===== config.mk =====
export PLATFORM = sky130hd
export DESIGN_NAME = csram_port_arbiter_flat
export DESIGN_NICKNAME = d
export VERILOG_FILES = /design/src/rtl/csram_port_arbiter_if.sv /design/src/rtl/csram_port_arbiter.sv /design/src/flat_wrapper.sv
export SDC_FILE = /design/constraint.sdc
export NUM_CORES = 1
export LEC_CHECK = 0
export BUFFER_PORTS_ARGS = -buffer_cell sky130_fd_sc_hd__buf_2
export CORE_AREA = 2 2 98 100
export CTS_CLUSTER_DIAMETER = 40
export CTS_CLUSTER_SIZE = 14
export DETAILED_ROUTE_END_ITERATION = 10
export DIE_AREA = 0 0 100 102
export MAX_ROUTING_LAYER = met4
export PLACE_DENSITY = 0.52
export SETUP_SLACK_MARGIN = 0.02
export SLEW_MARGIN = 30
export SYNTH_ARGS = -nofsm -noshare
export SYNTH_HDL_FRONTEND = slang
export SYNTH_SLANG_ARGS = --single-unit

===== constraint.sdc =====
create_clock -name SRAMHCLK -period 2.6 [get_ports SRAMHCLK]
set_clock_uncertainty 0.05 [all_clocks]
set_input_delay 0.52 -clock SRAMHCLK [delete_from_list [all_inputs] [get_ports SRAMHCLK]]
set_output_delay 0.52 -clock SRAMHCLK [all_outputs]
set_load 0.02 [all_outputs]

===== src/rtl/csram_port_arbiter_if.sv =====
// Signal bundle between two SRAM requesters, the shared SRAM macro port and
// the arbiter that sits between them. The arbiter takes the slave view; the
// requesters together with the SRAM macro take the master view.
interface csram_port_arbiter_if #(
    parameter int AW = 13
) ();

    // Requester 0
    logic          M0REQ;
    logic          M0LOCK;
    logic [AW-1:0] M0ADDR;
    logic [3:0]    M0WREN;
    logic [31:0]   M0WDATA;
    logic          M0GNT;
    logic          M0RVALID;
    logic [31:0]   M0RDATA;

    // Requester 1
    logic          M1REQ;
    logic          M1LOCK;
    logic [AW-1:0] M1ADDR;
    logic [3:0]    M1WREN;
    logic [31:0]   M1WDATA;
    logic          M1GNT;
    logic          M1RVALID;
    logic [31:0]   M1RDATA;

    // Shared SRAM port
    logic [AW-1:0] SRAMADDR;
    logic [3:0]    SRAMWREN;
    logic [31:0]   SRAMWDATA;
    logic          SRAMCS;
    logic [31:0]   SRAMRDATA;

    modport slave (
        input  M0REQ, M0LOCK, M0ADDR, M0WREN, M0WDATA,
        input  M1REQ, M1LOCK, M1ADDR, M1WREN, M1WDATA,
        input  SRAMRDATA,
        output M0GNT, M0RVALID, M0RDATA,
        output M1GNT, M1RVALID, M1RDATA,
        output SRAMADDR, SRAMWREN, SRAMWDATA, SRAMCS
    );

    modport master (
        output M0REQ, M0LOCK, M0ADDR, M0WREN, M0WDATA,
        output M1REQ, M1LOCK, M1ADDR, M1WREN, M1WDATA,
        output SRAMRDATA,
        input  M0GNT, M0RVALID, M0RDATA,
        input  M1GNT, M1RVALID, M1RDATA,
        input  SRAMADDR, SRAMWREN, SRAMWDATA, SRAMCS
    );

endinterface


===== src/rtl/csram_port_arbiter.sv =====
// Two-requester arbiter for a single-port SRAM. A lone requester is granted
// immediately; on a tie the previous owner keeps the port while it holds LOCK
// and has not used up its burst budget, otherwise ownership alternates.
// Grants and the SRAM port are combinational; read-valid is registered to
// line up with the SRAM's one-cycle read latency.
module csram_port_arbiter #(
    parameter int AW        = 13,
    parameter int MAX_BURST = 8
) (
    input  logic                SRAMHCLK,
    input  logic                SRAMHRESETn,
    csram_port_arbiter_if.slave bus
);

    localparam logic       OWNER_M0 = 1'b0;
    localparam logic       OWNER_M1 = 1'b1;
    localparam logic [3:0] CNT_MAX  = 4'(MAX_BURST);

    // Ownership history and read-valid pipeline
    logic          r_last;
    logic [3:0]    r_cnt;
    logic          r_m0_rvalid;
    logic          r_m1_rvalid;

    // Arbitration terms
    logic          w_both_req;
    logic          w_last_req;
    logic          w_last_lock;
    logic          w_honour_lock;
    logic          w_gnt0;
    logic          w_gnt1;
    logic          w_gnt_last;
    logic          w_gnt_other;

    // Muxed SRAM port
    logic [AW-1:0] w_addr;
    logic [3:0]    w_wren;
    logic [31:0]   w_wdata;

    assign w_both_req    = bus.M0REQ & bus.M1REQ;
    assign w_last_req    = (r_last == OWNER_M1) ? bus.M1REQ  : bus.M0REQ;
    assign w_last_lock   = (r_last == OWNER_M1) ? bus.M1LOCK : bus.M0LOCK;
    assign w_honour_lock = w_last_req & w_last_lock & (r_cnt < CNT_MAX);

    // Pick the winner: lone requester always wins, ties go to a locked owner within budget, else round robin
    always_comb begin
        // NOTE: every signal driven here gets a default first, so no path leaves it unassigned and a latch is never inferred.
        w_gnt0 = 1'b0;
        w_gnt1 = 1'b0;
        if (SRAMHRESETn) begin
            if (w_both_req) begin
                if (w_honour_lock) begin
                    w_gnt0 = (r_last == OWNER_M0);
                    w_gnt1 = (r_last == OWNER_M1);
                end else begin
                    w_gnt0 = (r_last == OWNER_M1);
                    w_gnt1 = (r_last == OWNER_M0);
                end
            end else begin
                w_gnt0 = bus.M0REQ;
                w_gnt1 = bus.M1REQ;
            end
        end
    end

    assign w_gnt_last  = (r_last == OWNER_M1) ? w_gnt1 : w_gnt0;
    assign w_gnt_other = (r_last == OWNER_M1) ? w_gnt0 : w_gnt1;

    // Route the granted requester onto the SRAM port, all zeros when idle
    always_comb begin
        w_addr  = '0;
        w_wren  = '0;
        w_wdata = '0;
        if (w_gnt0) begin
            w_addr  = bus.M0ADDR;
            w_wren  = bus.M0WREN;
            w_wdata = bus.M0WDATA;
        end else if (w_gnt1) begin
            w_addr  = bus.M1ADDR;
            w_wren  = bus.M1WREN;
            w_wdata = bus.M1WDATA;
        end
    end

    // Track the most recent owner and its run of consecutive grants
    always_ff @(posedge SRAMHCLK or negedge SRAMHRESETn) begin
        if (!SRAMHRESETn) begin
            // NOTE: state registers use non-blocking assignments so every flop samples the pre-edge values of the others.
            r_last <= OWNER_M1;
            r_cnt  <= 4'd0;
        end else if (w_gnt_last) begin
            r_cnt  <= (r_cnt < CNT_MAX) ? r_cnt + 4'd1 : r_cnt;
        end else if (w_gnt_other) begin
            r_last <= ~r_last;
            r_cnt  <= 4'd1;
        end else begin
            r_cnt  <= 4'd0;
        end
    end

    // Flag read data one cycle after a read grant, in step with the SRAM output
    always_ff @(posedge SRAMHCLK or negedge SRAMHRESETn) begin
        if (!SRAMHRESETn) begin
            r_m0_rvalid <= 1'b0;
            r_m1_rvalid <= 1'b0;
        end else begin
            r_m0_rvalid <= w_gnt0 & (bus.M0WREN == 4'b0000);
            r_m1_rvalid <= w_gnt1 & (bus.M1WREN == 4'b0000);
        end
    end

    assign bus.M0GNT     = w_gnt0;
    assign bus.M1GNT     = w_gnt1;
    assign bus.SRAMCS    = w_gnt0 | w_gnt1;
    assign bus.SRAMADDR  = w_addr;
    assign bus.SRAMWREN  = w_wren;
    assign bus.SRAMWDATA = w_wdata;
    assign bus.M0RVALID  = r_m0_rvalid;
    assign bus.M1RVALID  = r_m1_rvalid;
    assign bus.M0RDATA   = bus.SRAMRDATA;
    assign bus.M1RDATA   = bus.SRAMRDATA;

endmodule


===== src/flat_wrapper.sv =====
// flat-port wrapper written by rule: the top's interface ports become plain ports
module csram_port_arbiter_flat 
#(
    parameter int AW        = 13,
    parameter int MAX_BURST = 8
)
  (SRAMHCLK, SRAMHRESETn, bus_M0REQ, bus_M0LOCK, bus_M0ADDR, bus_M0WREN, bus_M0WDATA, bus_M1REQ, bus_M1LOCK, bus_M1ADDR, bus_M1WREN, bus_M1WDATA, bus_SRAMRDATA, bus_M0GNT, bus_M0RVALID, bus_M0RDATA, bus_M1GNT, bus_M1RVALID, bus_M1RDATA, bus_SRAMADDR, bus_SRAMWREN, bus_SRAMWDATA, bus_SRAMCS);
  csram_port_arbiter_if #(.AW(AW)) bus_i ();
  input  logic SRAMHCLK;
  input  logic SRAMHRESETn;
  input wire logic [$bits(bus_i.M0REQ)-1:0] bus_M0REQ;
  input wire logic [$bits(bus_i.M0LOCK)-1:0] bus_M0LOCK;
  input wire logic [$bits(bus_i.M0ADDR)-1:0] bus_M0ADDR;
  input wire logic [$bits(bus_i.M0WREN)-1:0] bus_M0WREN;
  input wire logic [$bits(bus_i.M0WDATA)-1:0] bus_M0WDATA;
  input wire logic [$bits(bus_i.M1REQ)-1:0] bus_M1REQ;
  input wire logic [$bits(bus_i.M1LOCK)-1:0] bus_M1LOCK;
  input wire logic [$bits(bus_i.M1ADDR)-1:0] bus_M1ADDR;
  input wire logic [$bits(bus_i.M1WREN)-1:0] bus_M1WREN;
  input wire logic [$bits(bus_i.M1WDATA)-1:0] bus_M1WDATA;
  input wire logic [$bits(bus_i.SRAMRDATA)-1:0] bus_SRAMRDATA;
  output wire logic [$bits(bus_i.M0GNT)-1:0] bus_M0GNT;
  output wire logic [$bits(bus_i.M0RVALID)-1:0] bus_M0RVALID;
  output wire logic [$bits(bus_i.M0RDATA)-1:0] bus_M0RDATA;
  output wire logic [$bits(bus_i.M1GNT)-1:0] bus_M1GNT;
  output wire logic [$bits(bus_i.M1RVALID)-1:0] bus_M1RVALID;
  output wire logic [$bits(bus_i.M1RDATA)-1:0] bus_M1RDATA;
  output wire logic [$bits(bus_i.SRAMADDR)-1:0] bus_SRAMADDR;
  output wire logic [$bits(bus_i.SRAMWREN)-1:0] bus_SRAMWREN;
  output wire logic [$bits(bus_i.SRAMWDATA)-1:0] bus_SRAMWDATA;
  output wire logic [$bits(bus_i.SRAMCS)-1:0] bus_SRAMCS;
  assign bus_i.M0REQ = bus_M0REQ;
  assign bus_i.M0LOCK = bus_M0LOCK;
  assign bus_i.M0ADDR = bus_M0ADDR;
  assign bus_i.M0WREN = bus_M0WREN;
  assign bus_i.M0WDATA = bus_M0WDATA;
  assign bus_i.M1REQ = bus_M1REQ;
  assign bus_i.M1LOCK = bus_M1LOCK;
  assign bus_i.M1ADDR = bus_M1ADDR;
  assign bus_i.M1WREN = bus_M1WREN;
  assign bus_i.M1WDATA = bus_M1WDATA;
  assign bus_i.SRAMRDATA = bus_SRAMRDATA;
  assign bus_M0GNT = bus_i.M0GNT;
  assign bus_M0RVALID = bus_i.M0RVALID;
  assign bus_M0RDATA = bus_i.M0RDATA;
  assign bus_M1GNT = bus_i.M1GNT;
  assign bus_M1RVALID = bus_i.M1RVALID;
  assign bus_M1RDATA = bus_i.M1RDATA;
  assign bus_SRAMADDR = bus_i.SRAMADDR;
  assign bus_SRAMWREN = bus_i.SRAMWREN;
  assign bus_SRAMWDATA = bus_i.SRAMWDATA;
  assign bus_SRAMCS = bus_i.SRAMCS;
  csram_port_arbiter #(.AW(AW), .MAX_BURST(MAX_BURST)) u_core (.SRAMHCLK(SRAMHCLK), .SRAMHRESETn(SRAMHRESETn), .bus(bus_i));
endmodule

==> results of run 1 <==
-- layer usage --
| layer | track usage | vias up |
|---|---|---|
| met4 | 0.0369 | 0 |
| met5 | - | - |
| li1 | - | 1032 |
| met3 | 0.0280 | 14 |
| met2 | 0.164 | 108 |
| met1 | 0.119 | 925 |
-- power by group --
part / total (W) / switching (W) / internal, W
registers: 0.000124 / 0.00000769 / 0.000117
clock network: 0.000150 / 0.0000444 / 0.000106
logic: 0.000425 / 0.000253 / 0.000172
-- worst paths after layout --
| path | start | end | slack, ns | depth (start not counted) |
|---|---|---|---|---|
| worst max register to register | u_core.r_cnt[3] | u_core.r_last | 1.08 | 4 |
| min in group SRAMHCLK | u_core.r_cnt[2] | u_core.r_cnt[2] | 0.53 | 2 |
| max in group asynchronous | SRAMHRESETn | u_core.r_last | 1.94 | 2 |
| worst min-delay path | SRAMHRESETn | u_core.bus.M1RVALID | 0.24 | 2 |
| worst max-delay path | u_core.r_cnt[3] | bus_SRAMWDATA[7] | 0.24 | 5 |
| worst min register to register | u_core.r_cnt[2] | u_core.r_cnt[2] | 0.53 | 2 |
-- cells by family after synthesis --
group           share of synthesized area
fa+ha+maj                         0.00725
simple gates                        0.268
compound gates                      0.242
mux                               0.00580
buf+inv                             0.364
flops                               0.102
xor+xnor                           0.0101
-- cells in the mapped netlist, drive strengths merged --
| library cell | number |
|---|---|
| nand2 | 99 |
| nor2 | 2 |
| dfstp | 1 |
| dfrtp | 6 |
| o21ai | 2 |
| nand4bb | 1 |
| ha | 1 |
| nand2b | 1 |
| nand4b | 1 |
| mux2i | 1 |
| nor2b | 4 |
| o211a | 1 |
| a31oi | 2 |
| inv | 5 |
| xor2 | 1 |
| buf | 75 |
| a21oi | 1 |
| o21ba | 1 |
| or4 | 2 |
| clkbuf | 11 |
| o22ai | 49 |
| nand3 | 1 |
| a211oi | 3 |
| o211ai | 3 |
| nor3 | 2 |
| xnor2 | 1 |
-- worst max-delay path: cells and delay by family, from the launching register on --
kind | cells | cell delay [ns]
AOI/OAI and AO/OA | 2 | 0.28
buffers and inverters | 2 | 0.49
DFF | 1 | 0.47
and+or+nand+nor | 1 | 0.31
-- registers in the layout (all words and copies together), names as in the netlist --
signal / count
u_core.r_cnt: 4
u_core.bus.M0RVALID: 1
u_core.bus.M1RVALID: 1
u_core.r_last: 1
-- per-stage QoR --
step	power, W	hold slack [ns]	cell area (um^2)	util
5_1_grt	0.000755	0.290	2150	0.236
2_1_floorplan	0.000529	0.174	1730	-
6_report	0.000699	0.239	2150	0.236
3_5_place_dp	0.000552	0.515	2110	0.231
3_3_place_gp	0.000548	0.505	2110	0.231
4_1_cts	0.000709	0.277	2150	0.236
-- area by class of cell --
| type | count | area share |
|---|---|---|
| repair buffers | 161 | 0.392 |
| well taps | 111 | 0.0645 |
| flip-flops and latches | 7 | 0.0820 |
| inverters | 5 | 0.00872 |
| clock buffers | 4 | 0.0209 |
| multi-input cells | 179 | 0.432 |
==> results.cfg, run 1 <==
[final_layout]
seqCellArea_um2 = 176
layout_common_cells = buf_2, nand2_1, o22ai_1
final_nets = 494
layout_commonest_cell = buf_2
antenna-diode-count = 0
fillers = 1033
multi_input_area_um2 = 930
drive_gt1_frac = 0.475
fin_cells = 467
syn_to_final_growth_pct = 24.6

[timing]
tightestPinTransition_ns = 0.442
slew_headroom = 0.705
period_needed_ns = 2.36
fmax_mhz = 423
setup_violations = 0
setup_tns_ns = 0
rsz0062_at_grt = no
hold_violations = 0
slew_violations = 0
timing.final.ws_setup_ns = 0.236
finalCritPeriodShare = 0.909

[placement]
dpl.hpwl_um = 4390
dp.cells = 463
gp_congestion = 0.860
dp_slack_ns = 0.371
portBuffers = 157

[worst_setup_path]
end_kind = primary output
cp.arrival_ns = 1.79
cpMaxStageDelayCell = dfrtp_1
crit_required_ns = 2.03
critPathKind = flip-flop to primary output
cp_max_fo = 29
crit_path_max_incr_delay_ns = 0.47
path_cells = nand4b_1, o211ai_4, buf_4, o22ai_1, buf_2
cp-start-kind = flip-flop

[routing]
wl_met1_um = 2170
drt-total-wl_um = 5650
avgRoutedWirePerCell_um = 12.1
wl_met2_um = 2840
vias_per_cell = 4.45
drtPass1Iterations = 4
wl_met3_um = 532
drc = 0
ant_nets = 0
first_iter_violations = 75
topRoutingLayerUsed = met4
vias = 2079

[synth]
syn_avg_cell_area_um2 = 6.23
yosys_warnings = 0
synth.cell_area_um2 = 1730
seq_area_frac_synth = 0.102
ys_ff_latch = 7
netlist.area_leader.share = 0.283
synth_cell_types = 31
yosysTopAreaCell = buf_4
synth_nets = 414
synth.area.top_cells = buf_4, nand2_1, o22ai_1
syn_inst = 277

[floorplan]
ios = 254
die_w_um = 100
dieArea_um2 = 10200
rows = 35
fp.coreArea_um2 = 9110
die_height_um = 102
start_util = 0.190

[clocking]
cts_sinks = 7
cts_hold_buf = 0
numCtsBuffers = 3
cts_max_path_buffers = 2
cts_resized = 0
htree_levels = 1
clkLatencyLatePin_ns = 0.22
ctsRootBufferMaster = clkbuf_8
cts_tree = done
post_cts_buffers = 0
clk_pin_slew_ns = 0.04

[grt]
grt_pass1_vias = 1743
grt-ovfl-total = 0
antenna_found_initial = 0
grt_usage = 0.101
grt_pass1_wl_um = 8300
grt_start_max_net_pins = 109

[power]
p_leak_nw = 1.19
ir_drop_v = 0.000116
power.density_nw_per_um2 = 325

[worst_hold_path]
min_path_type = input pin to async pin

[run]
maxCapViolations = 0

[run_status]
status = complete, no violations
No activity file was read; power rests on OpenSTA's default activity.
==> run 2, diff against run 1 <==
--- a/config.mk
+++ b/config.mk
@@ -13,6 +13,7 @@
 export DIE_AREA = 0 0 100 102
 export MAX_ROUTING_LAYER = met4
 export PLACE_DENSITY = 0.52
+export REMOVE_ABC_BUFFERS = 1
 export SETUP_SLACK_MARGIN = 0.02
 export SLEW_MARGIN = 30
 export SYNTH_ARGS = -nofsm -noshare
==> results.cfg, run 2 (same netlist as run 1, synthesis figures left out) <==
[worst_setup_path]
rrSetupSlack_ns = 1.07
cp-start-kind = flip-flop
cp.arrival_ns = 1.81
path_cells = nand4b_1, o211ai_4, buf_4, o22ai_1, buf_2
cp_max_fo = 27
reg2reg_depth = 4
crit_required_ns = 2.03
cpMaxStageDelayCell = dfstp_2
regToRegEndpoint = u_core.r_last
crit_path_max_incr_delay_ns = 0.58
timing.rr.start = u_core.r_last
critPathKind = flip-flop to primary output
end_kind = primary output

[routing]
drtPass1Iterations = 4
vias = 2191
avgRoutedWirePerCell_um = 18.4
vias_per_cell = 4.69
ant_nets = 0
first_iter_violations = 51
drc = 0
drt-total-wl_um = 8590

[timing]
setup_tns_ns = 0
timing.final.ws_setup_ns = 0.218
slew_violations = 0
finalCritPeriodShare = 0.916
period_needed_ns = 2.38
hold_violations = 0
rsz0062_at_grt = no
tightestPinTransition_ns = 0.424
setup_violations = 0
slew_headroom = 0.717
fmax_mhz = 420

[power]
clockPowerShare = 0.213
p_comb_frac = 0.610
p_sw_w = 0.000312
swShare = 0.442
p_int_w = 0.000394
p_leak_nw = 1.19
power.density_nw_per_um2 = 328
ir_drop_v = 0.000104
pwr-share-seq = 0.177

[final_layout]
layout_commonest_cell = buf_2
largest_register = u_core.r_cnt
layout_common_cells = buf_2, nand2_1, o22ai_1
fillers = 1048
drive_gt1_frac = 0.475
largest_reg_flops = 4
final_nets = 494
syn_to_final_growth_pct = 24.6
antenna-diode-count = 0

[floorplan]
die_w_um = 100
start_util = 0.190
ios = 254
die_height_um = 102
rows = 35
dieArea_um2 = 10200
fp.coreArea_um2 = 9110

[grt]
grt_pass1_vias = 1926
grt_start_max_net_pins = 109
grt_usage = 0.159
grt-ovfl-total = 0
antenna_found_initial = 0
grt_pass1_wl_um = 11800

[worst_hold_path]
min_path_type = input pin to async pin

[clocking]
cts_resized = 0
cts_sinks = 7
htree_levels = 1
post_cts_buffers = 0
ctsRootBufferMaster = clkbuf_8
clk_pin_slew_ns = 0.04
clkLatencyLatePin_ns = 0.22
cts_max_path_buffers = 2
numCtsBuffers = 3
cts_tree = done
cts_hold_buf = 0

[placement]
dpl.hpwl_um = 7070
portBuffers = 157
dp_slack_ns = 0.333
gp_congestion = 0.849

[run]
maxCapViolations = 0

[run_status]
status = complete, no violations
[run 2: cell counts in the layout (fill, tap and decap cells not counted)]
Identical to the previous run, type by type.
[run 2: cell type report]
cell class / count / area [um^2] / area share
Sequential cell: 7 / 176 / 0.0820
Tap cell: 111 / 139 / 0.0645
Inverter: 5 / 18.8 / 0.00872
Clock buffer: 4 / 45.0 / 0.0209
Multi-Input combinational cell: 179 / 930 / 0.432
Timing Repair Buffer: 161 / 843 / 0.392
[run 2: per-stage QoR]
stage          instance area, um^2  hold slack [ns]   util  std cells  total power, W
3_5_place_dp                  2110            0.508  0.231        463        0.000559
3_3_place_gp                  2110            0.505  0.231        463        0.000552
2_1_floorplan                 1120            0.174      -        191        0.000346
6_report                      2150            0.273  0.236        467        0.000706
5_1_grt                       2150            0.300  0.236        467        0.000757
4_1_cts                       2150            0.282  0.236        467        0.000713
[run 2: metal layers]
metal / wire length (um) / vias up / share of wire / global-route usage
met5: 0 / - / 0 / -
met4: 12 / 0 / 0.0014 / 0.0126
met3: 2050 / 4 / 0.24 / 0.167
met2: 3360 / 197 / 0.39 / 0.211
met1: 3160 / 959 / 0.37 / 0.171
li1: - / 1031 / - / -
[run 2: power groups by stage]
stage | clock (W) | combinational (W) | sequential, W
finish | 0.000151 | 0.000431 | 0.000125
global route | 0.000160 | 0.000472 | 0.000125
CTS | 0.000155 | 0.000435 | 0.000124
detailed placement | 0 | 0.000434 | 0.000125
global placement | 0 | 0.000427 | 0.000125
floorplan | 0 | 0.000222 | 0.000124
[run 2: how the worst max path moves through the flow]
stage,startpoint,to,slack [ns],cells past startpoint
finish,u_core.r_last,bus_SRAMWDATA[22],0.22,5
global route,u_core.r_cnt[3],bus_SRAMWDATA[22],0.12,5
CTS,u_core.r_cnt[3],bus_SRAMWDATA[22],0.21,5
detailed placement,bus_M1REQ,bus_SRAMWDATA[22],0.33,6
global placement,bus_M1REQ,bus_SRAMWDATA[11],0.37,6
floorplan,bus_M1LOCK,bus_SRAMADDR[0],-0.11,3
[run 2: worst max-delay path: cells and delay by family, from the launching register on]
family          cells  cell delay [ns]
flops               1             0.58
buf+inv             2             0.50
compound gates      2             0.30
simple gates        1             0.21
